## src/rtl/i2s_mic_array_tx.sv

```systemverilog
// rtl/i2s_mic_array_tx.sv - I2S clock master serializing a 16-mic frame onto 8 data lines
module i2s_mic_array_tx #(
  parameter int CLK_DIV  = 4,
  parameter int SLOT_W   = 32,
  parameter int SAMPLE_W = 24
) (
  input  logic                    i_clk,
  input  logic                    i_rst,
  input  logic                    i_enable,
  input  logic [16*SAMPLE_W-1:0]  i_sample_data,
  input  logic                    i_sample_valid,
  output logic                    o_sample_ready,
  output logic                    o_bit_clk,
  output logic                    o_lr_clk,
  output logic [7:0]              o_sd,
  output logic                    o_frame_start,
  output logic                    o_underrun
);
  localparam int DW = (CLK_DIV > 1) ? $clog2(CLK_DIV) : 1;
  localparam int IW = $clog2(2*SLOT_W);
  localparam logic [DW-1:0] DIV_LAST = DW'(CLK_DIV-1);
  localparam logic [IW-1:0] IDX_LAST = IW'(2*SLOT_W-1);
  localparam logic [IW-1:0] SLOT_I   = IW'(SLOT_W);
  localparam logic [IW-1:0] SAMP_I   = IW'(SAMPLE_W);

  typedef enum logic {S_IDLE, S_RUN} state_t;

  state_t                  r_state;
  logic [DW-1:0]           r_div_cnt;
  logic [IW-1:0]           r_bit_idx;
  logic                    r_bit_clk;
  logic                    r_lr_clk;
  logic [7:0]              r_sd;
  logic                    r_frame_start;
  logic                    r_underrun;
  logic                    r_hold_full;
  logic [16*SAMPLE_W-1:0]  r_hold;
  logic [SAMPLE_W-1:0]     r_shift [16];

  state_t                  w_state_nxt;
  logic [DW-1:0]           w_div_nxt;
  logic [IW-1:0]           w_idx_nxt;
  logic                    w_bclk_nxt;
  logic                    w_lr_nxt;
  logic [7:0]              w_sd_nxt;
  logic                    w_load;
  logic                    w_fall;
  logic                    w_xfer;
  logic [IW-1:0]           w_idx_inc;
  logic [IW-1:0]           w_pos;
  logic                    w_lr_inc;
  logic                    w_emit;
  logic [7:0]              w_sd_line;

  assign o_sample_ready = !r_hold_full;
  assign o_bit_clk      = r_bit_clk;
  assign o_lr_clk       = r_lr_clk;
  assign o_sd           = r_sd;
  assign o_frame_start  = r_frame_start;
  assign o_underrun     = r_underrun;

  assign w_xfer    = i_sample_valid && !r_hold_full;
  assign w_idx_inc = (r_bit_idx == IDX_LAST) ? '0 : r_bit_idx + IW'(1);
  assign w_lr_inc  = (w_idx_inc >= SLOT_I);
  assign w_pos     = w_lr_inc ? (w_idx_inc - SLOT_I) : w_idx_inc;
  // One-bit I2S delay: slot position 0 is a blank bit before the MSB
  assign w_emit    = (w_pos != '0) && (w_pos <= SAMP_I);
  assign w_fall    = (r_state == S_RUN) && (r_div_cnt == DIV_LAST) && r_bit_clk;

  always_comb begin
    w_sd_line = '0;
    for (int k = 0; k < 8; k++) begin
      w_sd_line[k] = w_emit && (w_lr_inc ? r_shift[2*k+1][SAMPLE_W-1] : r_shift[2*k][SAMPLE_W-1]);
    end
  end

  always_comb begin
    w_state_nxt = r_state;
    w_div_nxt   = r_div_cnt;
    w_idx_nxt   = r_bit_idx;
    w_bclk_nxt  = r_bit_clk;
    w_lr_nxt    = r_lr_clk;
    w_sd_nxt    = r_sd;
    w_load      = 1'b0;
    case (r_state)
      S_IDLE: begin
        w_div_nxt  = '0;
        w_idx_nxt  = '0;
        w_bclk_nxt = 1'b0;
        w_lr_nxt   = 1'b0;
        w_sd_nxt   = '0;
        if (i_enable) begin
          w_state_nxt = S_RUN;
          w_load      = 1'b1;
        end
      end
      S_RUN: begin
        if (r_div_cnt == DIV_LAST) begin
          w_div_nxt  = '0;
          w_bclk_nxt = !r_bit_clk;
          if (r_bit_clk) begin
            w_idx_nxt = w_idx_inc;
            w_lr_nxt  = w_lr_inc;
            w_sd_nxt  = w_sd_line;
            // Frame boundary: enable is only looked at here, so a drop finishes the frame
            if (w_idx_inc == '0) begin
              if (i_enable) w_load = 1'b1;
              else          w_state_nxt = S_IDLE;
            end
          end
        end else begin
          w_div_nxt = r_div_cnt + DW'(1);
        end
      end
      default: w_state_nxt = S_IDLE;
    endcase
  end

  always_ff @(posedge i_clk) begin
    if (i_rst) begin
      r_state       <= S_IDLE;
      r_div_cnt     <= '0;
      r_bit_idx     <= '0;
      r_bit_clk     <= 1'b0;
      r_lr_clk      <= 1'b0;
      r_sd          <= '0;
      r_frame_start <= 1'b0;
      r_underrun    <= 1'b0;
      r_hold_full   <= 1'b0;
      r_hold        <= '0;
      for (int m = 0; m < 16; m++) r_shift[m] <= '0;
    end else begin
      r_state       <= w_state_nxt;
      r_div_cnt     <= w_div_nxt;
      r_bit_idx     <= w_idx_nxt;
      r_bit_clk     <= w_bclk_nxt;
      r_lr_clk      <= w_lr_nxt;
      r_sd          <= w_sd_nxt;
      r_frame_start <= w_load;
      r_underrun    <= w_load && !r_hold_full;
      if (w_xfer) r_hold <= i_sample_data;
      // A sample arriving during an empty load is kept for the following frame
      if (w_load)      r_hold_full <= w_xfer;
      else if (w_xfer) r_hold_full <= 1'b1;
      for (int m = 0; m < 16; m++) begin
        if (w_load)
          r_shift[m] <= r_hold_full ? r_hold[m*SAMPLE_W +: SAMPLE_W] : '0;
        else if (w_fall && w_emit && (w_lr_inc == m[0]))
          r_shift[m] <= r_shift[m] << 1;
      end
    end
  end

endmodule

```

## config.mk

```make
export PLATFORM = sky130hd
export DESIGN_NAME = i2s_mic_array_tx
export DESIGN_NICKNAME = d
export VERILOG_FILES = /design/src/rtl/i2s_mic_array_tx.sv
export SDC_FILE = /design/constraint.sdc
export NUM_CORES = 2
export LEC_CHECK = 0
export BUFFER_PORTS_ARGS = -buffer_cell sky130_fd_sc_hd__buf_4
export CORE_MARGIN = 5
export CORE_UTILIZATION = 55
export CTS_CLUSTER_SIZE = 12
export DETAILED_ROUTE_END_ITERATION = 16
export PLACE_DENSITY_LB_ADDON = 0.15
export SYNTH_ARGS = -nofsm -noshare
export SYNTH_HDL_FRONTEND = slang
export SYNTH_SLANG_ARGS = --single-unit
```

## constraint.sdc

```tcl
create_clock -name i_clk -period 31.1 [get_ports i_clk]
set_clock_uncertainty 0.05 [all_clocks]
set_input_delay 1.555 -clock i_clk [delete_from_list [all_inputs] [get_ports i_clk]]
set_output_delay 1.555 -clock i_clk [all_outputs]
set_load 0.02 [all_outputs]
```

==> results.txt <==
outcome -> completed
Routed Antenna Nets -> 0
R2R setup slack -> 26,080 ps
Critical Path Sink Type -> register
Reg clk slew, reported paths -> 60 ps
mapped cell area -> 33,400 sq um
Syn. warnings -> 0
layout cells sized above 1 -> 16.3%
Critical Path AT -> 5200 ps
Setup WS pre-CTS -> 26,020 ps
Synth Net Count -> 3,736
ys flop type -> dfxtp_1
clk sink count -> 790
most frequent cells in the layout -> 922 x nand2_1, 468 x a21oi_1, 438 x buf_4
postcts setup bufs -> 0
DRT Pass-1 Iters -> 5
DRC Markers -> 0
worst skew pair latency -> 620 ps
M1 wire length -> 37,200 microns
cell type with the highest aggregate area in the netlist -> edfxtp_1
Worst VDD drop -> 40.3 uV
Detailed Route WL -> 89,500 microns
post-layout util -> 64.7%
Starting Density -> 55.4%
crit share post-route -> 16.2%
vias -> 27,300
Area Overhead vs Synth -> 16.7%
final setup fails -> 0
die area -> 65,800 sq um
initial antenna violation count -> 0
Period minus WS final -> 5020 ps
Startpoint Class -> register
largest net degree at the start of global routing -> 228
CTS tree -> yes
WL/cell -> 20.7 microns
WP data required -> 31,270 ps
Unique masters post-synth -> 43
Max Root-Sink Buffers -> 3
GPL Wtd Cong -> 0.805
drt via density -> 6.30
Nets -> 3,872
first-pass GRT wire length -> 143,000 microns
initial detailed-routing violation count -> 2,395
Root Buffer -> clkbuf_16
f_max -> 0.199 GHz
top post-synthesis cells by area -> edfxtp_1 35%, dfxtp_1 24%, nand2_1 10%
core area -> 60,200 sq um
pwr/cell area -> 59.6 nW/um^2
vias in the first global route -> 27,200
top routing layer used -> met4
RSZ-0062 raised after global routing -> false
Worst Hold Class -> register to register
setup TNS -> 0 ps
Final Hold Violating Endpoints -> 0
CP max FO -> 89
final worst-path setup slack -> 26,080 ps
Die Wd -> 256 microns
commonest non-fill, non-tap cell in the layout -> nand2_1
Post-synth EDFFs -> 384
post-CTS resize count -> 0
gr usage total -> 26.0%
Crit Path Category -> register to register
post-synthesis sequential area ratio -> 58.9%
number of buffers created by CTS -> 82
Worst Max-Slew Pin Slew -> 1320 ps
Vert. Die Dim -> 256 microns
Yosys top cell area share -> 34.5%
Slew Viols, Final -> 0
Async SR Flop Fraction -> 0%
Rows -> 90
Antenna diodes -> 0
Ports -> 401
HPWL after DPL -> 51,300 microns
CTS Hold Buffers Added -> 0
total leakage power -> 14.1 nW
max_cap viols -> 0
H-tree levels -> 3
Syn Inst Count -> 3,345
max_slew headroom -> 12.2%
PortBufs -> 400
#FFs+latches synth -> 790
syn_area_per_cell -> 9.99 sq um
met3 routed WL -> 6210 microns
metal2 WL -> 43,400 microns
total gr overflow -> 0
flip-flops by register name (all words and copies together), names as in the netlist:
name	flops
r_shift	384
r_state	1
o_frame_start	1
o_underrun	1
r_bit_idx	6
r_hold_full	1
o_bit_clk	1
o_lr_clk	1
o_sd	8
r_hold	384
r_div_cnt	2
power by group:
part	total [mW]	leakage (nW)	internal [mW]	switching, mW
registers	1.18	7.49	1.15	0.0278
logic	0.171	5.25	0.0612	0.110
clock network	0.972	1.31	0.577	0.395
cells by family (layout without fill, tap and decap cells):
group | count (synthesis) | after routing | share of synthesized area [%]
and+or+nand+nor | 1169 | 1169 | 15.0
AOI/OAI and AO/OA | 916 | 916 | 19.1
DFF | 790 | 790 | 58.9
buffers and inverters | 393 | 598 | 4.78
muxes | 69 | 69 | 2.07
xor gates and xnor gates | 5 | 5 | 0.131
adders and majority gates | 3 | 3 | 0.112
routing by layer:
layer / track usage, % / up-vias
li1: - / 12700
met1: 34.6 / 13400
met4: 8.87 / 0
met2: 43.4 / 1012
met3: 4.70 / 171
met5: 0 / -
cells in the mapped netlist, types with 3 or more instances:
library cell	n
a211o_1	8
a21oi_1	468
a221oi_1	114
a32o_1	117
and3_1	16
buf_1	30
buf_2	64
buf_6	5
clkbuf_1	289
dfxtp_1	406
edfxtp_1	384
ha_1	3
inv_1	4
mux2i_1	69
nand2_1	924
nand3_1	13
nand3_2	3
nand4_1	185
nor2_1	8
nor3_1	5
nor3b_1	3
o21a_1	4
o21ai_0	10
o311ai_0	186
xnor2_1	3
layout make-up:
class	count	area (sq um)
fill	4790	21300
sequential	790	19700
multi-input combinational	2162	12300
timing repair buffer	441	3340
clock buffer	145	2620
tap	782	978
clock inverter	8	70.1
inverter	4	15.0
final timing paths:
check,from,end,cells past startpoint
worst max-delay path,r_bit_idx[0],r_shift[0][59],9
worst min-delay path,r_div_cnt[0],r_div_cnt[0],1
worst max register to register,r_bit_idx[0],r_shift[0][59],9
worst min register to register,r_div_cnt[0],r_div_cnt[0],1
critical path, stage by stage (launching register included):
cell and delay (ps):
dfxtp_1 480, ha_1 370, nor3_1 80, a31o_2 270
o211ai_4 70, buf_4 470, buf_4 900, nand3_4 150
nand3_4 620, buf_4 990
stage by stage:
stage	hold slack [ps]	instances	cell area (sq um)	power (mW)
floorplan	354	3345	33400	1.30
global placement	364	4179	36300	1.37
detailed placement	368	4179	36300	1.37
CTS	381	4332	39000	2.34
global route	395	4332	39000	2.41
finish	377	4332	39000	2.32
No activity file was read; power rests on OpenSTA's default activity.
